$ cat src/rtl/battlefront_ctrl.sv
// battlefront_ctrl: lane combat sequencer; tick timing, fronts, damage broadcast, base health
module battlefront_ctrl #(
  parameter int          NUM_ENEMY       = 4,
  parameter int          NUM_PLAYER      = 4,
  parameter logic [23:0] TICK_DIV        = 24'd2_500_000,
  parameter logic [8:0]  ENEMY_BASE_POS  = 9'd0,
  parameter logic [8:0]  PLAYER_BASE_POS = 9'd300,
  parameter logic [7:0]  BASE_HEALTH     = 8'd255
) (
  input  logic                    clk,
  input  logic                    reset,
  input  logic                    enable,
  input  logic [9*NUM_ENEMY-1:0]  enemyPos,
  input  logic [8*NUM_ENEMY-1:0]  enemyDamage,
  input  logic [NUM_ENEMY-1:0]    enemyAlive,
  input  logic [9*NUM_PLAYER-1:0] playerPos,
  input  logic [8*NUM_PLAYER-1:0] playerDamage,
  input  logic [NUM_PLAYER-1:0]   playerAlive,
  output logic                    moveSCEN,
  output logic                    damageSCEN,
  output logic [7:0]              enemyDamageIn,
  output logic [7:0]              playerDamageIn,
  output logic [8:0]              enemyUnitFront,
  output logic [8:0]              playerUnitFront,
  output logic [7:0]              enemyBaseHealth,
  output logic [7:0]              playerBaseHealth,
  output logic                    playerWin,
  output logic                    playerLose,
  output logic                    q_I,
  output logic                    q_Wait,
  output logic                    q_Move,
  output logic                    q_Settle,
  output logic                    q_Damage,
  output logic                    q_Over
);
  typedef enum logic [5:0] {
    QI      = 6'b000001,
    QWAIT   = 6'b000010,
    QMOVE   = 6'b000100,
    QSETTLE = 6'b001000,
    QDAMAGE = 6'b010000,
    QOVER   = 6'b100000
  } state_t;
  state_t state, next;
  logic [23:0] cnt;
  logic [10:0] e_sum, p_sum;
  logic [7:0]  e_sat, p_sat;
  logic [8:0]  e_front, p_front;
  logic        e_seen, p_seen;
  logic        tick_done;
  assign tick_done = enable && cnt == TICK_DIV - 24'd4;
  assign e_sat = |e_sum[10:8] ? 8'hFF : e_sum[7:0];
  assign p_sat = |p_sum[10:8] ? 8'hFF : p_sum[7:0];
  assign q_I      = state == QI;
  assign q_Wait   = state == QWAIT;
  assign q_Move   = state == QMOVE;
  assign q_Settle = state == QSETTLE;
  assign q_Damage = state == QDAMAGE;
  assign q_Over   = state == QOVER;
  // Frontmost alive enemy (max) and player (min), plus damage totals of alive units
  always_comb begin
    e_front = ENEMY_BASE_POS;
    p_front = PLAYER_BASE_POS;
    e_seen  = 1'b0;
    p_seen  = 1'b0;
    e_sum   = '0;
    p_sum   = '0;
    for (int i = 0; i < NUM_ENEMY; i++)
      if (enemyAlive[i]) begin
        if (!e_seen || enemyPos[9*i+:9] > e_front) e_front = enemyPos[9*i+:9];
        e_seen = 1'b1;
        e_sum  = e_sum + 11'(enemyDamage[8*i+:8]);
      end
    for (int j = 0; j < NUM_PLAYER; j++)
      if (playerAlive[j]) begin
        if (!p_seen || playerPos[9*j+:9] < p_front) p_front = playerPos[9*j+:9];
        p_seen = 1'b1;
        p_sum  = p_sum + 11'(playerDamage[8*j+:8]);
      end
  end
  // State register
  always_ff @(posedge clk or posedge reset)
    if (reset) state <= QI;
    else state <= next;
  // Next state and Moore strobes
  always_comb begin
    next       = state;
    moveSCEN   = 1'b0;
    damageSCEN = 1'b0;
    unique case (state)
      QI:      next = QWAIT;
      QWAIT:   next = tick_done ? QMOVE : QWAIT;
      QMOVE:   begin next = QSETTLE; moveSCEN = 1'b1; end
      QSETTLE: next = QDAMAGE;
      QDAMAGE: begin
        damageSCEN = 1'b1;
        next = (enemyBaseHealth == 8'd0 || playerBaseHealth == 8'd0) ? QOVER : QWAIT;
      end
      QOVER:   next = QOVER;
      default: next = QI;
    endcase
  end
  // Tick divider; holds while enable is low
  always_ff @(posedge clk or posedge reset)
    if (reset) cnt <= '0;
    else if (state == QI) cnt <= '0;
    else if (state == QWAIT && enable) cnt <= tick_done ? 24'd0 : cnt + 24'd1;
  // Registered fronts, refreshed every cycle
  always_ff @(posedge clk or posedge reset)
    if (reset) begin
      playerUnitFront <= ENEMY_BASE_POS;
      enemyUnitFront  <= PLAYER_BASE_POS;
    end else begin
      playerUnitFront <= e_front;
      enemyUnitFront  <= p_front;
    end
  // Damage broadcasts latch when leaving settle so they are stable across the damage strobe
  always_ff @(posedge clk or posedge reset)
    if (reset) begin
      playerDamageIn <= '0;
      enemyDamageIn  <= '0;
    end else if (state == QSETTLE) begin
      playerDamageIn <= e_sat;
      enemyDamageIn  <= p_sat;
    end else if (next == QOVER) begin
      playerDamageIn <= '0;
      enemyDamageIn  <= '0;
    end
  // A base takes damage only when its whole side is dead; clamp at zero
  always_ff @(posedge clk or posedge reset)
    if (reset) begin
      playerBaseHealth <= BASE_HEALTH;
      enemyBaseHealth  <= BASE_HEALTH;
    end else if (state == QSETTLE) begin
      if (!(|playerAlive))
        playerBaseHealth <= ({3'b0, playerBaseHealth} > e_sum) ? playerBaseHealth - e_sum[7:0] : 8'd0;
      if (!(|enemyAlive))
        enemyBaseHealth <= ({3'b0, enemyBaseHealth} > p_sum) ? enemyBaseHealth - p_sum[7:0] : 8'd0;
    end
  // Game-over flags, sticky until reset
  always_ff @(posedge clk or posedge reset)
    if (reset) begin
      playerWin  <= 1'b0;
      playerLose <= 1'b0;
    end else if (state == QDAMAGE) begin
      if (enemyBaseHealth == 8'd0) playerWin <= 1'b1;
      if (playerBaseHealth == 8'd0) playerLose <= 1'b1;
    end
endmodule

$ cat config.mk
export PLATFORM = sky130hd
export DESIGN_NAME = battlefront_ctrl
export DESIGN_NICKNAME = d
export VERILOG_FILES = /design/src/rtl/battlefront_ctrl.sv
export SDC_FILE = /design/constraint.sdc
export NUM_CORES = 1
export LEC_CHECK = 0
export CAP_MARGIN = 20
export CORE_ASPECT_RATIO = 0.9
export CORE_MARGIN = 2
export CORE_UTILIZATION = 25
export DETAILED_ROUTE_END_ITERATION = 6
export PLACE_DENSITY = 0.49
export SLEW_MARGIN = 20
export SYNTH_ARGS = -nofsm -noshare
export SYNTH_HDL_FRONTEND = slang
export SYNTH_SLANG_ARGS = --single-unit
$ cat constraint.sdc
create_clock -name clk -period 3 [get_ports clk]
set_clock_uncertainty 0.05 [all_clocks]
set_input_delay 0.6 -clock clk [delete_from_list [all_inputs] [get_ports clk]]
set_output_delay 0.6 -clock clk [all_outputs]
set_load 0.01 [all_outputs]
---- Yosys cells after proc, flatten, opt, wreduce, memory -nomap -nowiden ----
Cells that the tools add are included.
word-level totals
  output and inout bits ................... 60
  register bits after elaboration ......... 82
  word-level logic and storage cells ...... 107
cells by class
  $add $sub $neg .......................... 9
  muxes and demuxes ....................... 43
  reduce and logical (&&, ||, !) cells .... 27
  magnitude comparators ................... 8
  bitwise gates (word level) .............. 2
  equality and inequality tests ........... 8
operators with widths
  operator               number
  $mux 9                 14
  $mux 24                3
  $mux 8                 9
  $add 11x8->11          6
  $mux 11                6
  $pmux 6 s6             1
  $gt 9x9->1             3
  $lt 9x9->1             3
  $add 24x1->24 const B  1
  $eq 24x22->1 const B   1
  $gt 8x11->1            2
  $logic_not 8->1        2
  $sub 8x8->8            2
  $eq 6x6->1 const B     2
  $mux 1                 8
  $reduce_and 2->1       4
  $reduce_or 4->1        2
  $logic_or 1x1->1       7
  $eq 6x1->1 const B     1
  $eq 6x2->1 const B     1
  $eq 6x3->1 const B     1
  $eq 6x4->1 const B     1
  $eq 6x5->1 const B     1
  $logic_not 1->1        6
  6 further kinds        10

---- Logic depth before layout (Yosys ltp) ----
  word-level depth ........................ 13
  mapped depth ............................ 29
  mapped depth without buffers ............ 27

---- Worst setup path after synthesis ----
OpenSTA, ideal clock, no wires.
  path type ............................... input to register
  start point ............................. in enemyAlive[0]
  end point ............................... reg playerUnitFront[0]
  stages .................................. 25
  path buffers ............................ 3
  slack ................................... -3076 ps
  required time ........................... 2825 ps
  data arrival time ....................... 5901 ps
  cell sequence ........................... clkbuf_1 > clkbuf_1 > nand2_1 > ha_1 > nand4_1 > or3_1 > o21a_1 > a21oi_1 > a22oi_1 > ha_1 > nand4_1 > o22ai_1 > a211o_1 > a31oi_4 > mux2_2 > ha_1 > nor2b_1 > o21a_1 > o21ai_1 > a21oi_1 > o21ai_1 > a21oi_1 > o21a_1 > buf_1 > mux2_2
on the way
  longest elaborated chain between the ends .. 13
  elaborated cells between the ends (all ways) .. 19
  classes of those cells .................. order compare: 3; mux: 10; reduce/logical: 6
RTL lines
  element                                        line  RTL
  start, declared                                15    input logic [NUM_ENEMY-1:0] enemyAlive,
  $mux 9 or $mux 1 (tied branches)               69    if (enemyAlive[i]) begin
  $gt 9x9->1 or $logic_not 1->1 (tied branches)  70    if (!e_seen || enemyPos[9*i+:9] > e_front) e_front = enemyPos[9*i+:9];
  $logic_or 1x1->1                               70
  $mux 9                                         70
  $mux 9                                         69
  $gt 9x9->1                                     70
  $logic_or 1x1->1                               70
  $mux 9                                         70
  $mux 9                                         69
  $gt 9x9->1                                     70
  $logic_or 1x1->1                               70
  $mux 9                                         70
  $mux 9 (*)                                     69
  named net e_front[0]                           48    logic [8:0] e_front, p_front;
  end signal, assigned                           114   playerUnitFront <= e_front;
  end, declared                                  24    output logic [8:0] playerUnitFront,
The timed path passes the listed nets; every way through them passes the cells marked *.
A chain may end at the register's enable or synchronous reset.

---- Worst setup path after layout ----
  start point ............................. in playerAlive[0]
  end point ............................... reg enemyUnitFront[1]
on the way
  longest elaborated chain between the ends .. 13
  elaborated cells between the ends (all ways) .. 19
  classes of those cells .................. order compare: 3; mux: 10; reduce/logical: 6
RTL lines
  element                                        line  RTL
  start, declared                                18    input logic [NUM_PLAYER-1:0] playerAlive,
  $mux 9 or $mux 1 (tied branches)               75    if (playerAlive[j]) begin
  $lt 9x9->1 or $logic_not 1->1 (tied branches)  76    if (!p_seen || playerPos[9*j+:9] < p_front) p_front = playerPos[9*j+:9];
  $logic_or 1x1->1                               76
  $mux 9                                         76
  $mux 9                                         75
  $lt 9x9->1                                     76
  $logic_or 1x1->1                               76
  $mux 9                                         76
  $mux 9                                         75
  $lt 9x9->1                                     76
  $logic_or 1x1->1                               76
  $mux 9                                         76
  $mux 9 (*)                                     75
  named net p_front[1]                           48
  end signal, assigned                           115   enemyUnitFront <= p_front;
  end, declared                                  23    output logic [8:0] enemyUnitFront,
Marks and branches as above.

==> results.md <==
* Slowest-stage cell, CP: or3_4
* Die area at 36,720 µm²
* Final Max Tran Viols at 0
* Kind of critical path: in2reg
* First-pass GRT wire length at 50,110 µm
* Largest net degree at the start of global routing at 30
* Fmax at 0.1884 GHz
* Sequential share of the synthesized area at 23.62%
* Status: finished, violations left
* Top cell family by delay on the critical path: compound AO/OA/AOI/OAI gates
* Final nets at 1,825
* Vias in the first global route at 9,704
* Drt initial violations at 357
* Post-synth EDFFs at 0
* Final Hold Fails at 0
* Util after Layout at 43.89%
* Worst R2R End: enemyDamageIn[4]$_DFFE_PP0P_
* Worst Hold End: playerLose$_DFFE_PP0P_
* Row count at 65
* Port bufs at 206
* Routing usage on met2 at 28.25%
* Pwr per Cell Area at 389.8 nW/µm²
* Worst IR Drop VDD at 0.0002538 V
* Post-synth top area cell: dfrtp_1
* Post-Syn Instances at 1,041
* Core area at 34,890 µm²
* Synthesized cell area at 8800 µm²
* Layer with the highest usage: met2
* Share of flip-flops with an asynchronous set or reset at 100.0%
* Tot GR Track Use at 16.83%
* Tightest Hold Check Type: reg2reg
* Ys flop type: dfrtp_1
* Hold path depth at 1
* Nature of the critical path endpoint: flop
* Via count at 9,338
* GRT overflow at 0
* Met1 usage at 21.99%
* Share of cells above drive strength 1 at 37.59%
* Tmin final at 5307 ps
* Buf/Inv on CP at 4
* Worst Path Max Fanout at 8
* Ys Warns at 0
* CTS tree: done
* Startpoint types: input port
* Total CTS buffers at 9
* Worst slew margin at 66.52%
* RSZ-0062 raised after global routing: yes
* R2r setup slk at 400 ps
* Leak pwr at 7.048 nW
* WL per Instance at 15.14 µm
* Initial antenna violation count at 3
* Failing checks: negative setup slack
* Yosys cell types at 69
* Placer congestion estimate at 0.8540
* Antenna viol nets, final at 0
* CP Data Required Time at 3190 ps
* Maximum buffer depth of the clock tree at 2
* Final setup viols at 50
* Avg Inst Size Synth at 8.453 µm²
* Number of clock sinks at 82
* FF-to-FF path depth at 7
* Place WS at -3380 ps
* Vias per inst at 4.600
* Synth Net Count at 1,312
* Fin worst setup slack at -2307 ps
* Number of max-cap violations at 0
* Initial Util at 25.22%
* Clock slew at reported path FFs at 70 ps
* Worst path arrival time at 5490 ps
* Cells taking the most area after synthesis: dfrtp_1 (17%), ha_1 (16%), dfstp_2 (6.3%)
* Worst slew pin tran at 501.6 ps
* DRC viols at 0
* # H-tree levels at 3
* DP HPWL at 24,750 µm
* Yosys top cell area share at 17.35%
* Area grow syn2layout at 74.01%
* Total I/O pin count at 207
* Chip Width at 201.8 µm
* Flops & latches, synth at 82
* Worst R2R Start: state[4]$_DFF_PP0_
* Critical path's largest stage delay at 370 ps
* Routed WL at 30,730 µm
* Final period util at 176.9%
* Die Ht at 182.0 µm
* Clock root buffer: clkbuf_16
* Met3 Use GR at 3.410%
* Drt first pass iters at 6
* HP Start: playerLose$_DFFE_PP0P_
* Worst skew pair latency at 340 ps
## synthesized netlist by cell type (21+ instances only)
cell type  count
mux2_2        33
inv_1         97
o21ai_1       25
nor2_1        92
xnor2_1       27
a21o_1        21
mux2i_1       26
nor2b_1       23
dfrtp_1       61
nand2_1       63
a211oi_1      21
dfstp_2       21
o21ai_0       52
ha_1         116
a21oi_1       55
## state kept, by name (all words and copies together), names as in the netlist, 6 cells and up
signal	flops
cnt	24
enemyUnitFront	9
playerUnitFront	9
enemyBaseHealth	8
enemyDamageIn	8
playerBaseHealth	8
playerDamageIn	8
state	6
## stage by stage
step | hold slack (ps) | cell area (µm²) | power, mW | std cells | setup TNS, ps
detailed placement | 424.6 | 13650 | 4.363 | 1942 | -154310
global placement | 419.5 | 13650 | 4.331 | 1942 | -150880
global route | 471.0 | 15310 | 6.426 | 2030 | -117540
finish | 429.9 | 15310 | 5.969 | 2030 | -106930
floorplan | 423.5 | 9288 | 2.999 | 1041 | -102610
CTS | 441.4 | 14940 | 5.855 | 2014 | -111120
## kinds of logic (layout without fill, tap and decap cells)
| group | Yosys count | count (layout) | synth area share, % |
|---|---|---|---|
| compound gates | 300 | 300 | 23.19 |
| xor+xnor | 47 | 47 | 4.678 |
| fa+ha+maj | 124 | 124 | 18.31 |
| buf+inv | 128 | 646 | 5.702 |
| flops | 82 | 82 | 23.62 |
| mux | 59 | 59 | 7.180 |
| other cells | 0 | 2 | 0 |
| simple gates | 301 | 301 | 17.32 |
## area by class of cell
cell class,instances,area (µm²)
Clock inverter,6,72.57
Clock buffer,10,239.0
Sequential cell,82,2078
Fill cell,3391,19580
Tap cell,469,586.8
Multi-Input combinational cell,831,7346
Antenna cell,2,5.005
Inverter,100,376.6
Timing Repair Buffer,530,4608
## report_power, final
part	internal, mW	total (mW)	switching [mW]
sequential	1.23	1.32	0.0955
combinational	1.97	3.47	1.49
clock	0.677	1.18	0.501
total	3.88	5.97	2.09
## timing repair
item                                    CTS  global route
setup buffers                            57            16
resized for setup                       188            54
gates cloned                              1             0
endpoints found under the setup margin   51            52
hold buffers                              0             0
pin swaps                                99            79
endpoints found under the hold margin     0             0
## worst max path at each step
stage                              start                              end  slack, ps  cells after the start
after floorplan           playerAlive[0]      enemyUnitFront[0]$_DFF_PP0_      -2550                     26
after global placement    playerAlive[0]      enemyUnitFront[7]$_DFF_PP0_      -3190                     27
after detailed placement  playerAlive[0]      enemyUnitFront[7]$_DFF_PP0_      -3380                     25
after CTS                  enemyAlive[0]  playerBaseHealth[3]$_DFFE_PP1P_      -2470                     32
after global routing        playerPos[8]      enemyUnitFront[7]$_DFF_PP0_      -2550                     29
final                     playerAlive[0]      enemyUnitFront[1]$_DFF_PP0_      -2310                     27
## layout by cell type, fill, tap and decap left out, types with 17 or more instances in the layout
master and count:
o21a_1 19, o21ai_0 37, clkdlybuf4s50_1 168, ha_4 33
nand4_1 20, buf_4 303, nor2_1 85, nor2b_1 17
inv_1 93, nand2_1 53, dfstp_2 21, a22o_1 18
a21o_1 20, dfrtp_1 61, ha_1 81, o21ai_2 20
o21ai_1 19, a21oi_1 38, mux2_2 22, xor2_1 20
dlygate4sd2_1 18, xnor2_1 27
## per-layer routing
| layer | routed length, µm | part of all wire [%] |
|---|---|---|
| met5 | 0 | 0 |
| met4 | 664 | 2.2 |
| met3 | 1353 | 4.4 |
| met2 | 14250 | 46 |
| met1 | 14460 | 47 |
(Power assumes the default switching activity.)
